## config.mk

```make
export PLATFORM = sky130hd
export DESIGN_NAME = segment_scanner
export DESIGN_NICKNAME = d
export VERILOG_FILES = /design/src/rtl/seg_pkg.sv /design/src/rtl/hex_to_seg.sv /design/src/rtl/segment_scanner.sv
export SDC_FILE = /design/constraint.sdc
export NUM_CORES = 1
export LEC_CHECK = 0
export CAP_MARGIN = 5
export CORE_ASPECT_RATIO = 1.4
export CORE_MARGIN = 2
export CORE_UTILIZATION = 62
export DETAILED_ROUTE_END_ITERATION = 16
export DONT_BUFFER_PORTS = 1
export HOLD_SLACK_MARGIN = 0.12
export PLACE_DENSITY = 0.77
export SYNTH_ARGS = -nofsm -noshare
export SYNTH_HDL_FRONTEND = slang
export SYNTH_HIERARCHICAL = 1
export SYNTH_SLANG_ARGS = --single-unit
```

## constraint.sdc

```tcl
create_clock -name CLK -period 3.25 [get_ports CLK]
set_input_delay 0.325 -clock CLK [delete_from_list [all_inputs] [get_ports CLK]]
set_output_delay 0.325 -clock CLK [all_outputs]
set_load 0.005 [all_outputs]
```

## src/rtl/seg_pkg.sv

```systemverilog
// rtl/seg_pkg.sv - shared seven-segment encodings and Segment bit positions
package seg_pkg;

  // Bit positions inside the 8-bit {dp,g,f,e,d,c,b,a} Segment bus
  localparam int SEG_A  = 0;
  localparam int SEG_B  = 1;
  localparam int SEG_C  = 2;
  localparam int SEG_D  = 3;
  localparam int SEG_E  = 4;
  localparam int SEG_F  = 5;
  localparam int SEG_G  = 6;
  localparam int SEG_DP = 7;

  // Active-high glyphs for hex digits, bit 0 = segment a
  localparam logic [6:0] SEG_HEX_0 = 7'h3F;
  localparam logic [6:0] SEG_HEX_1 = 7'h06;
  localparam logic [6:0] SEG_HEX_2 = 7'h5B;
  localparam logic [6:0] SEG_HEX_3 = 7'h4F;
  localparam logic [6:0] SEG_HEX_4 = 7'h66;
  localparam logic [6:0] SEG_HEX_5 = 7'h6D;
  localparam logic [6:0] SEG_HEX_6 = 7'h7D;
  localparam logic [6:0] SEG_HEX_7 = 7'h07;
  localparam logic [6:0] SEG_HEX_8 = 7'h7F;
  localparam logic [6:0] SEG_HEX_9 = 7'h6F;
  localparam logic [6:0] SEG_HEX_A = 7'h77;
  localparam logic [6:0] SEG_HEX_B = 7'h7C;
  localparam logic [6:0] SEG_HEX_C = 7'h39;
  localparam logic [6:0] SEG_HEX_D = 7'h5E;
  localparam logic [6:0] SEG_HEX_E = 7'h79;
  localparam logic [6:0] SEG_HEX_F = 7'h71;
  localparam logic [6:0] SEG_BLANK = 7'h00;

endpackage

```

## src/rtl/hex_to_seg.sv

```systemverilog
// rtl/hex_to_seg.sv - combinational hex nibble to seven-segment glyph decoder
module hex_to_seg
  import seg_pkg::*;
(
  input  logic [3:0] nibble,
  output logic [6:0] seg
);

  // Straight table lookup of the glyph for one nibble
  always_comb begin
    seg = SEG_BLANK;
    case (nibble)
      4'h0: seg = SEG_HEX_0;
      4'h1: seg = SEG_HEX_1;
      4'h2: seg = SEG_HEX_2;
      4'h3: seg = SEG_HEX_3;
      4'h4: seg = SEG_HEX_4;
      4'h5: seg = SEG_HEX_5;
      4'h6: seg = SEG_HEX_6;
      4'h7: seg = SEG_HEX_7;
      4'h8: seg = SEG_HEX_8;
      4'h9: seg = SEG_HEX_9;
      4'hA: seg = SEG_HEX_A;
      4'hB: seg = SEG_HEX_B;
      4'hC: seg = SEG_HEX_C;
      4'hD: seg = SEG_HEX_D;
      4'hE: seg = SEG_HEX_E;
      4'hF: seg = SEG_HEX_F;
      default: seg = SEG_BLANK;
    endcase
  end

endmodule

```

## src/rtl/segment_scanner.sv

```systemverilog
// rtl/segment_scanner.sv - multiplexed seven-segment scanner with frame-synchronous load (option: SEG_LEADING_ZERO_BLANK_EN)
module segment_scanner
  import seg_pkg::*;
#(
  parameter int NUM_DIGITS = 4,
  parameter int SCAN_DIV   = 50000
) (
  input  logic                    CLK,
  input  logic                    Reset_n,
  input  logic [4*NUM_DIGITS-1:0] Value,
  input  logic [NUM_DIGITS-1:0]   DP,
  input  logic                    Load,
  output logic                    Ready,
  output logic [7:0]              Segment,
  output logic [NUM_DIGITS-1:0]   Digit_Sel,
  output logic                    Frame_Done
);

  localparam int CNT_W = (SCAN_DIV > 1) ? $clog2(SCAN_DIV) : 1;
  localparam int IDX_W = (NUM_DIGITS > 1) ? $clog2(NUM_DIGITS) : 1;
  localparam logic [CNT_W-1:0] CNT_LAST = CNT_W'(SCAN_DIV - 1);
  localparam logic [IDX_W-1:0] IDX_LAST = IDX_W'(NUM_DIGITS - 1);

  logic [CNT_W-1:0]        cnt_q, cnt_d;
  logic [IDX_W-1:0]        idx_q, idx_d;
  logic [4*NUM_DIGITS-1:0] disp_val_q, disp_val_d;
  logic [NUM_DIGITS-1:0]   disp_dp_q, disp_dp_d;
  logic [4*NUM_DIGITS-1:0] pend_val_q, pend_val_d;
  logic [NUM_DIGITS-1:0]   pend_dp_q, pend_dp_d;
  logic                    pend_flag_q, pend_flag_d;
  logic [7:0]              seg_q, seg_d;
  logic [NUM_DIGITS-1:0]   sel_q, sel_d;
  logic                    frame_done_q, frame_done_d;

  logic       tick;
  logic       wrap;
  logic [3:0] sel_nibble;
  logic       sel_dp;
  logic [6:0] dec_seg;
  logic [6:0] seg_body;

  // Pick the nibble and decimal point of the digit currently being scanned
  always_comb begin
    sel_nibble = 4'h0;
    sel_dp     = 1'b0;
    for (int k = 0; k < NUM_DIGITS; k++) begin
      if (idx_q == IDX_W'(k)) begin
        sel_nibble = disp_val_q[4*k +: 4];
        sel_dp     = disp_dp_q[k];
      end
    end
  end

  hex_to_seg u_hex_to_seg (
    .nibble (sel_nibble),
    .seg    (dec_seg)
  );

`ifdef SEG_LEADING_ZERO_BLANK_EN
  logic upper_nz;

  // Blank a digit when it and every digit above it are zero; digit 0 always shows
  always_comb begin
    upper_nz = 1'b0;
    for (int k = 0; k < NUM_DIGITS; k++) begin
      if ((IDX_W'(k) >= idx_q) && (disp_val_q[4*k +: 4] != 4'h0)) begin
        upper_nz = 1'b1;
      end
    end
    seg_body = ((idx_q != '0) && !upper_nz) ? SEG_BLANK : dec_seg;
  end
`else
  assign seg_body = dec_seg;
`endif

  // Next-state: prescaler, digit index, load handshake and registered outputs
  always_comb begin
    tick         = (cnt_q == CNT_LAST);
    wrap         = tick && (idx_q == IDX_LAST);
    cnt_d        = tick ? '0 : cnt_q + CNT_W'(1);
    idx_d        = idx_q;
    if (tick) begin
      idx_d = wrap ? '0 : idx_q + IDX_W'(1);
    end
    disp_val_d   = disp_val_q;
    disp_dp_d    = disp_dp_q;
    pend_val_d   = pend_val_q;
    pend_dp_d    = pend_dp_q;
    pend_flag_d  = pend_flag_q;
    // A pending frame is swapped in only at the wrap; Ready is low while
    // pending, so a load and a transfer can never collide in one cycle.
    if (wrap && pend_flag_q) begin
      disp_val_d  = pend_val_q;
      disp_dp_d   = pend_dp_q;
      pend_flag_d = 1'b0;
    end else if (Load && !pend_flag_q) begin
      pend_val_d  = Value;
      pend_dp_d   = DP;
      pend_flag_d = 1'b1;
    end
    seg_d          = 8'h00;
    seg_d[SEG_DP]  = sel_dp;
    seg_d[SEG_G:SEG_A] = seg_body;
    sel_d          = '0;
    for (int k = 0; k < NUM_DIGITS; k++) begin
      if (idx_q == IDX_W'(k)) begin
        sel_d[k] = 1'b1;
      end
    end
    frame_done_d = wrap;
  end

  // State registers with synchronous active-low reset
  always_ff @(posedge CLK) begin
    if (!Reset_n) begin
      cnt_q        <= '0;
      idx_q        <= '0;
      disp_val_q   <= '0;
      disp_dp_q    <= '0;
      pend_val_q   <= '0;
      pend_dp_q    <= '0;
      pend_flag_q  <= 1'b0;
      seg_q        <= 8'h00;
      sel_q        <= '0;
      frame_done_q <= 1'b0;
    end else begin
      cnt_q        <= cnt_d;
      idx_q        <= idx_d;
      disp_val_q   <= disp_val_d;
      disp_dp_q    <= disp_dp_d;
      pend_val_q   <= pend_val_d;
      pend_dp_q    <= pend_dp_d;
      pend_flag_q  <= pend_flag_d;
      seg_q        <= seg_d;
      sel_q        <= sel_d;
      frame_done_q <= frame_done_d;
    end
  end

  assign Ready      = ~pend_flag_q;
  assign Segment    = seg_q;
  assign Digit_Sel  = sel_q;
  assign Frame_Done = frame_done_q;

endmodule

```

==> results of run 1 <==
registers in the layout, indices dropped and copies added, names as in the netlist:
| name | flops |
|---|---|
| disp_val_q | 16 |
| disp_dp_q | 4 |
| cnt_q | 16 |
| Segment | 8 |
| Digit_Sel | 4 |
| pend_val_q | 16 |
| idx_q | 2 |
| pend_dp_q | 4 |
| Frame_Done | 1 |
| pend_flag_q | 1 |
critical path, cell delays in order (launching register included):
cell                       delay, ns
sky130_fd_sc_hd__dfxtp_1        0.38
sky130_fd_sc_hd__inv_1          0.08
sky130_fd_sc_hd__ha_1           0.28
sky130_fd_sc_hd__nand3b_1       0.19
sky130_fd_sc_hd__a21oi_1        0.15
sky130_fd_sc_hd__a21oi_1        0.05
sky130_fd_sc_hd__o21ai_0        0.44
sky130_fd_sc_hd__inv_1          0.19
sky130_fd_sc_hd__ha_1           0.33
sky130_fd_sc_hd__mux4_1         0.47
sky130_fd_sc_hd__and2_1         0.16
power by group through the flow:
stage / Combinational (mW) / Clock (mW) / Sequential [mW]
4_1_cts: 0.0491 / 0.791 / 0.918
3_5_place_dp: 0.0458 / 0 / 0.938
2_1_floorplan: 0.0489 / 0 / 0.935
5_1_grt: 0.0579 / 0.834 / 0.920
6_report: 0.0487 / 0.776 / 0.918
3_3_place_gp: 0.0444 / 0 / 0.938
final cells by class:
cell class                 instances  area share
timing repair buffer               7      0.0173
multi-input combinational        267       0.471
clock inverter                     3      0.0187
clock buffer                      12      0.0446
tap                               66      0.0237
inverter                          10      0.0108
sequential                        72       0.414
logic make-up after synthesis:
kind of cell / synth area share
buffers and inverters: 0.0428
AND/OR/NAND/NOR: 0.247
multiplexers: 0.0872
flip-flops: 0.448
AO/OA/AOI/OAI: 0.0899
adder cells (fa/ha/maj): 0.0467
XOR/XNOR: 0.0381
Yosys cell counts (all sizes together):
cell type	n	area share
clkbuf	15	0.018
nand2	99	0.12
nand4	6	0.012
and2	12	0.023
nand2b	2	0.0039
nor2	18	0.022
or2b	1	0.0023
xnor2	11	0.030
or3b	1	0.0027
a21oi	13	0.020
dfxtp	72	0.45
nor2b	3	0.0058
or3	1	0.0019
mux4	1	0.0082
mux2	3	0.011
buf	5	0.014
mux2i	22	0.068
o32a	1	0.0031
nand3b	6	0.014
a21boi	22	0.051
ha	12	0.047
nor4b	1	0.0047
xor2	3	0.0082
and4bb	2	0.0078
o21ai	6	0.0093
inv	10	0.012
nand3	7	0.011
a31o	1	0.0027
nor4	3	0.0058
nor3	7	0.011
o31a	1	0.0031
and3	2	0.0039
through the flow:
stage | hold slack, ns | cells
after floorplan | 0.435 | 369
after global placement | 0.445 | 419
after detailed placement | 0.448 | 419
after CTS | 0.121 | 436
after global routing | 0.124 | 437
final | 0.123 | 437
metal layers:
metal  GRT usage  vias to the layer above  wire, µm
met2       0.363                       41      2730
met4      0.0812                        0        85
met1       0.242                     1098      2510
met3      0.0542                        8       248
met5           0                        -         0
li1            -                     1216         -
path summary, 6_finish.rpt:
check	endpoint	cells past startpoint	startpoint
max	Segment[3]	10	idx_q[1]
min	pend_val_q[14]	2	Value[14]
max reg2reg	Segment[3]	10	idx_q[1]
min reg2reg	disp_val_q[13]	2	disp_val_q[13]
what timing repair did:
item                                    CTS  global route
resized for setup                         0             0
hold buffers                              2             1
hold endpoints to repair                  6             1
setup buffers                             0             0
endpoints found under the setup margin    0             0
==> flow_results.xml, run 1 <==
<?xml version="1.0" encoding="UTF-8"?>
<metrics>
  <group name="sta">
    <metric name="setup_viol" unit="">0</metric>
    <metric name="rsz0062_at_grt" unit="">false</metric>
    <metric name="maxClockFrequency" unit="GHz">0.355</metric>
    <metric name="period_minus_slack" unit="ns">2.82</metric>
    <metric name="clock-skew-final" unit="ns">0.0101</metric>
    <metric name="worst_slack" unit="ns">0.435</metric>
    <metric name="setup_tns" unit="ns">0</metric>
    <metric name="worst_slew_margin_rel" unit="">0.577</metric>
    <metric name="finalCritPeriodShare" unit="">0.866</metric>
    <metric name="timing_worst_slew_pin_value" unit="ns">0.633</metric>
    <metric name="final-hold-violation-count" unit="">0</metric>
    <metric name="timing_max_transition_violations_final" unit="">0</metric>
  </group>
  <group name="global_route">
    <metric name="wire_length_of_the_first_global_routing_pass" unit="µm">9250</metric>
    <metric name="grt_pass1_vias" unit="">2151</metric>
    <metric name="combined_global_route_utilization_of_all_metal_layers" unit="">0.207</metric>
    <metric name="antenna_violations_before_repair" unit="">0</metric>
    <metric name="maximum_number_of_pins_on_one_net_before_global_route_repair" unit="">76</metric>
    <metric name="globalRouteOverflowTotal" unit="">0</metric>
  </group>
  <group name="worst_setup_path">
    <metric name="worst-path-max-fanout" unit="">11</metric>
    <metric name="timing.critical_path.required" unit="ns">3.49</metric>
    <metric name="crit_path_end_kind" unit="">register</metric>
    <metric name="start_kind" unit="">register</metric>
    <metric name="r2r_setup_slack" unit="ns">0.43</metric>
    <metric name="setup.worst_path.class" unit="">register to register</metric>
    <metric name="cp_data_arrival_time" unit="ns">3.05</metric>
  </group>
  <group name="final_layout">
    <metric name="layout-area-overhead-vs-synth" unit="%">8.17</metric>
    <metric name="register_area" unit="mm²">0.00144</metric>
    <metric name="most_common_cell_after_layout_fill_and_taps_aside" unit="">sky130_fd_sc_hd__nand2_1</metric>
    <metric name="finalNetCount" unit="">402</metric>
    <metric name="antennaDiodeCount" unit="">0</metric>
    <metric name="finish.utilization" unit="">0.685</metric>
    <metric name="fill_cells" unit="">444</metric>
    <metric name="multiInputGateArea" unit="mm²">0.00164</metric>
    <metric name="mostFrequentLayoutCells" unit="">99 x sky130_fd_sc_hd__nand2_1, 72 x sky130_fd_sc_hd__dfxtp_1, 22 x sky130_fd_sc_hd__mux2i_1, 21 x sky130_fd_sc_hd__a21boi_0, 17 x sky130_fd_sc_hd__nor2_1</metric>
    <metric name="drive_gt1_frac" unit="">0.0701</metric>
    <metric name="post_layout_inst_area" unit="mm²">0.00348</metric>
  </group>
  <group name="placement">
    <metric name="buffer_ports.inserted" unit="">0</metric>
    <metric name="placed_area" unit="mm²">0.00323</metric>
    <metric name="place_hpwl" unit="µm">3740</metric>
    <metric name="dp_worst_setup_slack" unit="ns">0.453</metric>
    <metric name="globalplace.congestion" unit="">0.893</metric>
  </group>
  <group name="route">
    <metric name="postRouteWirelength" unit="µm">5570</metric>
    <metric name="dr_vias" unit="">2363</metric>
    <metric name="ant_nets" unit="">0</metric>
    <metric name="drc_errors" unit="">0</metric>
    <metric name="firstDrtPassIters" unit="">5</metric>
    <metric name="routedWlPerCell" unit="µm">12.8</metric>
    <metric name="routed_via_density" unit="">5.41</metric>
    <metric name="initial_drc_count" unit="">143</metric>
  </group>
  <group name="pwr">
    <metric name="power" unit="mW">1.74</metric>
    <metric name="power.static_leakage" unit="nW">1.19</metric>
    <metric name="cellInternalPower" unit="mW">1.40</metric>
    <metric name="p_clk_frac" unit="">0.445</metric>
    <metric name="power.ir.vdd_worst" unit="µV">429</metric>
    <metric name="power.share.sequential" unit="">0.527</metric>
    <metric name="netSwitchingPower" unit="mW">0.346</metric>
    <metric name="combPwrFrac" unit="">0.028</metric>
    <metric name="powerDensity" unit="mW/mm²">501</metric>
    <metric name="power.share.switching" unit="">0.199</metric>
  </group>
  <group name="floorplan">
    <metric name="number_of_standard_cell_rows_in_the_floorplan" unit="">31</metric>
    <metric name="ioPinCount" unit="">37</metric>
    <metric name="fp.dieH" unit="µm">89.2</metric>
    <metric name="die_x" unit="µm">64.9</metric>
    <metric name="floorplan.initialDensity" unit="">0.633</metric>
    <metric name="core_region_area" unit="mm²">0.00508</metric>
    <metric name="die_area" unit="mm²">0.00579</metric>
  </group>
  <group name="cts">
    <metric name="tritoncts.num_buffers" unit="">9</metric>
    <metric name="clkSlewWorstSetupHoldPaths" unit="ns">0.07</metric>
    <metric name="clk_path_buf_depth" unit="">2</metric>
    <metric name="tritoncts_clock_tree" unit="">yes</metric>
    <metric name="clk_latency" unit="ns">0.34</metric>
    <metric name="clock_sink_count" unit="">72</metric>
    <metric name="ctsHtreeMaxLevel" unit="">3</metric>
    <metric name="clock-root-buffer" unit="">sky130_fd_sc_hd__clkbuf_8</metric>
  </group>
  <group name="yosys">
    <metric name="yosysSeqAreaShare" unit="">0.448</metric>
    <metric name="average_cell_area_after_synthesis" unit="µm²">8.71</metric>
    <metric name="syn_nets" unit="">404</metric>
    <metric name="synthDistinctLibCells" unit="">35</metric>
    <metric name="synthCells" unit="">369</metric>
    <metric name="netlist_area" unit="mm²">0.00322</metric>
    <metric name="yosysWarnings" unit="">6</metric>
    <metric name="ys_seq_elements" unit="">72</metric>
  </group>
  <group name="flow_run">
    <metric name="drv_cap" unit="">0</metric>
  </group>
  <group name="hold_path">
    <metric name="hold_class" unit="">input port to register</metric>
  </group>
  <group name="run_status">
    <metric name="run_status" unit="">complete, no violations</metric>
  </group>
</metrics>
Power figures use the tool's default switching activity.
==> inputs of run 2 (changes only) <==
Settings changed: REMOVE_ABC_BUFFERS set to 1.
==> flow_results.xml, run 2 (synthesis results as in run 1) <==
<?xml version="1.0" encoding="UTF-8"?>
<metrics>
  <group name="sta">
    <metric name="worst_slack" unit="ns">0.299</metric>
    <metric name="setup_viol" unit="">0</metric>
    <metric name="timing_worst_slew_pin_value" unit="ns">0.627</metric>
    <metric name="clock-skew-final" unit="ns">0.00752</metric>
    <metric name="finalCritPeriodShare" unit="">0.908</metric>
    <metric name="maxClockFrequency" unit="GHz">0.339</metric>
    <metric name="final-hold-violation-count" unit="">0</metric>
    <metric name="period_minus_slack" unit="ns">2.95</metric>
    <metric name="setup_tns" unit="ns">0</metric>
    <metric name="rsz0062_at_grt" unit="">false</metric>
    <metric name="worst_slew_margin_rel" unit="">0.581</metric>
    <metric name="timing_max_transition_violations_final" unit="">0</metric>
  </group>
  <group name="global_route">
    <metric name="maximum_number_of_pins_on_one_net_before_global_route_repair" unit="">71</metric>
    <metric name="antenna_violations_before_repair" unit="">0</metric>
    <metric name="grt_pass1_vias" unit="">2327</metric>
    <metric name="combined_global_route_utilization_of_all_metal_layers" unit="">0.223</metric>
    <metric name="globalRouteOverflowTotal" unit="">0</metric>
    <metric name="wire_length_of_the_first_global_routing_pass" unit="µm">9910</metric>
  </group>
  <group name="pwr">
    <metric name="powerDensity" unit="mW/mm²">459</metric>
    <metric name="power.ir.vdd_worst" unit="µV">329</metric>
    <metric name="power.static_leakage" unit="nW">1.17</metric>
  </group>
  <group name="cts">
    <metric name="clkSlewWorstSetupHoldPaths" unit="ns">0.08</metric>
    <metric name="tritoncts.num_buffers" unit="">9</metric>
    <metric name="clock_sink_count" unit="">72</metric>
    <metric name="cts_resized" unit="">0</metric>
    <metric name="tritoncts_clock_tree" unit="">yes</metric>
    <metric name="ctsHtreeMaxLevel" unit="">3</metric>
    <metric name="clock-root-buffer" unit="">sky130_fd_sc_hd__clkbuf_8</metric>
    <metric name="clk_path_buf_depth" unit="">2</metric>
    <metric name="clk_latency" unit="ns">0.34</metric>
  </group>
  <group name="route">
    <metric name="routed_via_density" unit="">5.40</metric>
    <metric name="postRouteWirelength" unit="µm">5900</metric>
    <metric name="firstDrtPassIters" unit="">4</metric>
    <metric name="dr_vias" unit="">2376</metric>
    <metric name="initial_drc_count" unit="">114</metric>
    <metric name="drc_errors" unit="">0</metric>
    <metric name="routedWlPerCell" unit="µm">13.4</metric>
    <metric name="ant_nets" unit="">0</metric>
  </group>
  <group name="placement">
    <metric name="placed_area" unit="mm²">0.00323</metric>
    <metric name="dp_worst_setup_slack" unit="ns">0.372</metric>
    <metric name="buffer_ports.inserted" unit="">0</metric>
    <metric name="place_hpwl" unit="µm">3930</metric>
    <metric name="globalplace.congestion" unit="">0.853</metric>
  </group>
  <group name="floorplan">
    <metric name="fp.dieH" unit="µm">89.2</metric>
    <metric name="floorplan.initialDensity" unit="">0.633</metric>
    <metric name="ioPinCount" unit="">37</metric>
    <metric name="die_area" unit="mm²">0.00579</metric>
    <metric name="core_region_area" unit="mm²">0.00508</metric>
    <metric name="die_x" unit="µm">64.9</metric>
    <metric name="number_of_standard_cell_rows_in_the_floorplan" unit="">31</metric>
  </group>
  <group name="worst_setup_path">
    <metric name="timing.critical_path.required" unit="ns">3.49</metric>
    <metric name="worst-path-max-fanout" unit="">11</metric>
    <metric name="setup.worst_path.class" unit="">register to register</metric>
    <metric name="crit_path_end_kind" unit="">register</metric>
    <metric name="r2r_setup_slack" unit="ns">0.30</metric>
    <metric name="start_kind" unit="">register</metric>
    <metric name="cp_data_arrival_time" unit="ns">3.19</metric>
  </group>
  <group name="final_layout">
    <metric name="largest_registers_ranked_by_flip_flop_count" unit="">cnt_q x16, disp_val_q x16, pend_val_q x16</metric>
    <metric name="finalNetCount" unit="">404</metric>
    <metric name="mostFrequentLayoutCells" unit="">99 x sky130_fd_sc_hd__nand2_1, 72 x sky130_fd_sc_hd__dfxtp_1, 22 x sky130_fd_sc_hd__mux2i_1, 21 x sky130_fd_sc_hd__a21boi_0, 17 x sky130_fd_sc_hd__nor2_1</metric>
    <metric name="most_common_cell_after_layout_fill_and_taps_aside" unit="">sky130_fd_sc_hd__nand2_1</metric>
    <metric name="antennaDiodeCount" unit="">0</metric>
    <metric name="post_layout_inst_area" unit="mm²">0.00345</metric>
    <metric name="drive_gt1_frac" unit="">0.0749</metric>
    <metric name="layout-area-overhead-vs-synth" unit="%">7.32</metric>
  </group>
  <group name="hold_path">
    <metric name="hold_class" unit="">input port to register</metric>
  </group>
  <group name="flow_run">
    <metric name="drv_cap" unit="">0</metric>
  </group>
  <group name="run_status">
    <metric name="run_status" unit="">complete, no violations</metric>
  </group>
</metrics>
## run 2: changes by cell type in the layout (fill, tap and decap cells not counted)
cell / before / now
sky130_fd_sc_hd__bufinv_16: 2 / 0
sky130_fd_sc_hd__clkbuf_1: 1 / 0
sky130_fd_sc_hd__dlygate4sd3_1: 3 / 5
sky130_fd_sc_hd__clkinvlp_4: 0 / 2
sky130_fd_sc_hd__clkinv_2: 1 / 4
sky130_fd_sc_hd__clkbuf_8: 11 / 10
## run 2: layout make-up
type / instances / area, µm²
sequential: 72 / 1440
clock buffer: 10 / 138
multi-input combinational: 267 / 1640
fill: 436 / 1630
clock inverter: 6 / 35.0
timing repair buffer: 9 / 80.1
inverter: 10 / 37.5
tap: 66 / 82.6
## run 2: final timing paths
| check | start | end | cells past startpoint |
|---|---|---|---|
| hold / removal | Value[9] | pend_val_q[9] | 2 |
| setup reg to reg | idx_q[1] | Segment[3] | 10 |
| hold reg to reg | pend_val_q[5] | disp_val_q[5] | 2 |
| setup / recovery | idx_q[1] | Segment[3] | 10 |
## run 2: timing repair
item	4_1_cts	5_1_grt
hold buffers	4	1
setup buffers	0	0
hold endpoints to repair	13	1
## run 2: layer usage
layer | vias up | wire (µm) | track usage
met5 | - | 0 | 0
met4 | 0 | 199 | 0.141
met3 | 14 | 181 | 0.0554
met2 | 50 | 3030 | 0.390
met1 | 1090 | 2490 | 0.241
li1 | 1222 | - | -
## run 2: report_power, final
group          internal [mW]  switching [mW]
clock                  0.292           0.324
sequential             0.904          0.0135
combinational         0.0238          0.0282
total                   1.22           0.365
## run 2: critical path, cell delays in order, from the launching register on
cell	delay, ns
sky130_fd_sc_hd__dfxtp_1	0.37
sky130_fd_sc_hd__inv_1	0.08
sky130_fd_sc_hd__ha_1	0.28
sky130_fd_sc_hd__nand3b_1	0.20
sky130_fd_sc_hd__a21oi_1	0.16
sky130_fd_sc_hd__a21oi_1	0.06
sky130_fd_sc_hd__o21ai_0	0.47
sky130_fd_sc_hd__inv_1	0.22
sky130_fd_sc_hd__ha_1	0.37
sky130_fd_sc_hd__mux4_1	0.48
sky130_fd_sc_hd__and2_1	0.16
## run 2: per-stage QoR
step	hold WS, ns	util	instances	power [mW]
floorplan	0.435	-	349	0.972
global placement	0.444	0.635	419	0.983
detailed placement	0.449	0.635	419	0.985
global route	0.124	0.679	440	1.65
CTS	0.120	0.677	439	1.60
finish	0.123	0.679	440	1.59
==> inputs of run 3 (changes only) <==
Settings changed: CTS_BUF_LIST set to sky130_fd_sc_hd__clkbuf_16.
==> flow_results.xml, run 3 (synthesis results as in run 1) <==
<?xml version="1.0" encoding="UTF-8"?>
<metrics>
  <group name="cts">
    <metric name="cts_resized" unit="">0</metric>
    <metric name="clk_path_buf_depth" unit="">2</metric>
    <metric name="clk_latency" unit="ns">0.33</metric>
    <metric name="tritoncts_clock_tree" unit="">yes</metric>
    <metric name="ctsHoldBuffers" unit="">1</metric>
    <metric name="clkSlewWorstSetupHoldPaths" unit="ns">0.06</metric>
    <metric name="cts.repair_timing.setup_buffer_count" unit="">0</metric>
    <metric name="tritoncts.num_buffers" unit="">9</metric>
    <metric name="clock_sink_count" unit="">72</metric>
    <metric name="ctsHtreeMaxLevel" unit="">3</metric>
    <metric name="clock-root-buffer" unit="">sky130_fd_sc_hd__clkbuf_16</metric>
  </group>
  <group name="worst_setup_path">
    <metric name="crit_slowest_cell" unit="">sky130_fd_sc_hd__mux4_1</metric>
    <metric name="cp_data_arrival_time" unit="ns">3.15</metric>
    <metric name="crit_path_end_kind" unit="">register</metric>
    <metric name="timing.critical_path.required" unit="ns">3.48</metric>
    <metric name="ordered_cell_list_for_the_critical_path" unit="">inv_1 &gt; ha_1 &gt; nand3b_1 &gt; a21oi_1 &gt; a21oi_1 &gt; o21ai_0 &gt; inv_1 &gt; ha_1 &gt; mux4_1 &gt; and2_1</metric>
    <metric name="start_kind" unit="">register</metric>
    <metric name="delay_of_the_slowest_cell_on_the_worst_path" unit="ns">0.49</metric>
    <metric name="worst-path-max-fanout" unit="">11</metric>
    <metric name="setup.worst_path.class" unit="">register to register</metric>
  </group>
  <group name="final_layout">
    <metric name="fill_cells" unit="">419</metric>
    <metric name="layout-area-overhead-vs-synth" unit="%">8.91</metric>
    <metric name="drive_gt1_frac" unit="">0.0730</metric>
    <metric name="finish.utilization" unit="">0.689</metric>
    <metric name="finalNetCount" unit="">400</metric>
    <metric name="largest_registers_ranked_by_flip_flop_count" unit="">cnt_q x16, disp_val_q x16, pend_val_q x16</metric>
    <metric name="antennaDiodeCount" unit="">0</metric>
    <metric name="most_common_cell_after_layout_fill_and_taps_aside" unit="">sky130_fd_sc_hd__nand2_1</metric>
    <metric name="post_layout_inst_area" unit="mm²">0.00350</metric>
    <metric name="mostFrequentLayoutCells" unit="">99 x sky130_fd_sc_hd__nand2_1, 72 x sky130_fd_sc_hd__dfxtp_1, 22 x sky130_fd_sc_hd__mux2i_1, 21 x sky130_fd_sc_hd__a21boi_0, 17 x sky130_fd_sc_hd__nor2_1</metric>
  </group>
  <group name="floorplan">
    <metric name="floorplan.initialDensity" unit="">0.633</metric>
    <metric name="die_area" unit="mm²">0.00579</metric>
    <metric name="ioPinCount" unit="">37</metric>
    <metric name="fp.dieH" unit="µm">89.2</metric>
    <metric name="number_of_standard_cell_rows_in_the_floorplan" unit="">31</metric>
    <metric name="core_region_area" unit="mm²">0.00508</metric>
    <metric name="die_x" unit="µm">64.9</metric>
  </group>
  <group name="pwr">
    <metric name="power.static_leakage" unit="nW">1.19</metric>
    <metric name="powerDensity" unit="mW/mm²">521</metric>
    <metric name="power" unit="mW">1.83</metric>
    <metric name="power.ir.vdd_worst" unit="µV">381</metric>
  </group>
  <group name="placement">
    <metric name="place_hpwl" unit="µm">3930</metric>
    <metric name="placed_area" unit="mm²">0.00323</metric>
    <metric name="buffer_ports.inserted" unit="">0</metric>
    <metric name="globalplace.congestion" unit="">0.853</metric>
  </group>
  <group name="sta">
    <metric name="finalCritPeriodShare" unit="">0.899</metric>
    <metric name="setup_tns" unit="ns">0</metric>
    <metric name="rsz0062_at_grt" unit="">false</metric>
    <metric name="final-hold-violation-count" unit="">0</metric>
    <metric name="timing_max_transition_violations_final" unit="">0</metric>
    <metric name="period_minus_slack" unit="ns">2.92</metric>
    <metric name="clock-skew-final" unit="ns">0.00498</metric>
    <metric name="timing_worst_slew_pin_value" unit="ns">0.623</metric>
    <metric name="setup_viol" unit="">0</metric>
    <metric name="worst_slew_margin_rel" unit="">0.584</metric>
    <metric name="maxClockFrequency" unit="GHz">0.342</metric>
  </group>
  <group name="route">
    <metric name="routed_via_density" unit="">5.38</metric>
    <metric name="routedWlPerCell" unit="µm">13.6</metric>
    <metric name="firstDrtPassIters" unit="">4</metric>
    <metric name="drc_errors" unit="">0</metric>
    <metric name="ant_nets" unit="">0</metric>
    <metric name="dr_vias" unit="">2344</metric>
    <metric name="initial_drc_count" unit="">133</metric>
    <metric name="postRouteWirelength" unit="µm">5910</metric>
  </group>
  <group name="flow_run">
    <metric name="drv_cap" unit="">0</metric>
  </group>
  <group name="global_route">
    <metric name="globalRouteOverflowTotal" unit="">0</metric>
    <metric name="wire_length_of_the_first_global_routing_pass" unit="µm">10100</metric>
    <metric name="combined_global_route_utilization_of_all_metal_layers" unit="">0.231</metric>
    <metric name="grt_pass1_vias" unit="">2332</metric>
    <metric name="maximum_number_of_pins_on_one_net_before_global_route_repair" unit="">76</metric>
    <metric name="antenna_violations_before_repair" unit="">0</metric>
  </group>
  <group name="hold_path">
    <metric name="hold_class" unit="">input port to register</metric>
  </group>
  <group name="run_status">
    <metric name="run_status" unit="">complete, no violations</metric>
  </group>
</metrics>
-- run 3: cell count changes in the layout (fill, tap and decap cells not counted) --
cell	before	now
sky130_fd_sc_hd__dlygate4sd3_1	5	1
sky130_fd_sc_hd__clkinv_1	0	1
sky130_fd_sc_hd__clkbuf_8	10	0
sky130_fd_sc_hd__clkbuf_16	0	9
-- run 3: final timing paths --
check | cells after the start | from | slack [ns] | end
worst max-delay path | 10 | idx_q[1] | 0.33 | Segment[3]
worst min-delay path | 1 | Reset_n | 0.13 | Digit_Sel[2]
worst max register to register | 10 | idx_q[1] | 0.33 | Segment[3]
worst min register to register | 2 | disp_val_q[13] | 0.46 | disp_val_q[13]
-- run 3: through the flow --
step	setup WS, ns	hold slack [ns]	instances
global route	0.0457	0.128	436
global placement	0.548	0.444	419
CTS	0.349	0.124	436
finish	0.330	0.131	436
detailed placement	0.372	0.449	419
floorplan	0.422	0.435	349
-- run 3: worst max-delay path: cells and delay by family (launching register included) --
kind	cells	cell delay (ns)
compound gates	3	0.68
mux	1	0.49
fa+ha+maj	2	0.64
buf+inv	2	0.30
simple gates	2	0.35
flops	1	0.37
-- run 3: layer usage --
metal / part of all wire / wire length (µm) / vias to the layer above / global-route usage
met5: 0 / 0 / - / 0
met4: 0.024 / 144 / 0 / 0.122
met3: 0.032 / 191 / 12 / 0.0743
met2: 0.51 / 3020 / 43 / 0.395
met1: 0.43 / 2560 / 1081 / 0.256
li1: - / - / 1208 / -
-- run 3: area by class of cell --
cell class | instances | area [µm²] | share of cell area
Timing Repair Buffer | 5 | 40.0 | 0.0114
Clock inverter | 7 | 38.8 | 0.0111
Tap cell | 66 | 82.6 | 0.0236
Sequential cell | 72 | 1440 | 0.412
Clock buffer | 9 | 225 | 0.0643
Inverter | 10 | 37.5 | 0.0107
Multi-Input combinational cell | 267 | 1640 | 0.467
-- run 3: report_power, final --
group | leakage (nW) | total, mW | internal, mW | switching (mW)
clock network | 0.128 | 0.859 | 0.507 | 0.353
registers | 0.586 | 0.920 | 0.906 | 0.0136
logic | 0.479 | 0.0470 | 0.0208 | 0.0262
total | 1.19 | 1.83 | 1.43 | 0.393
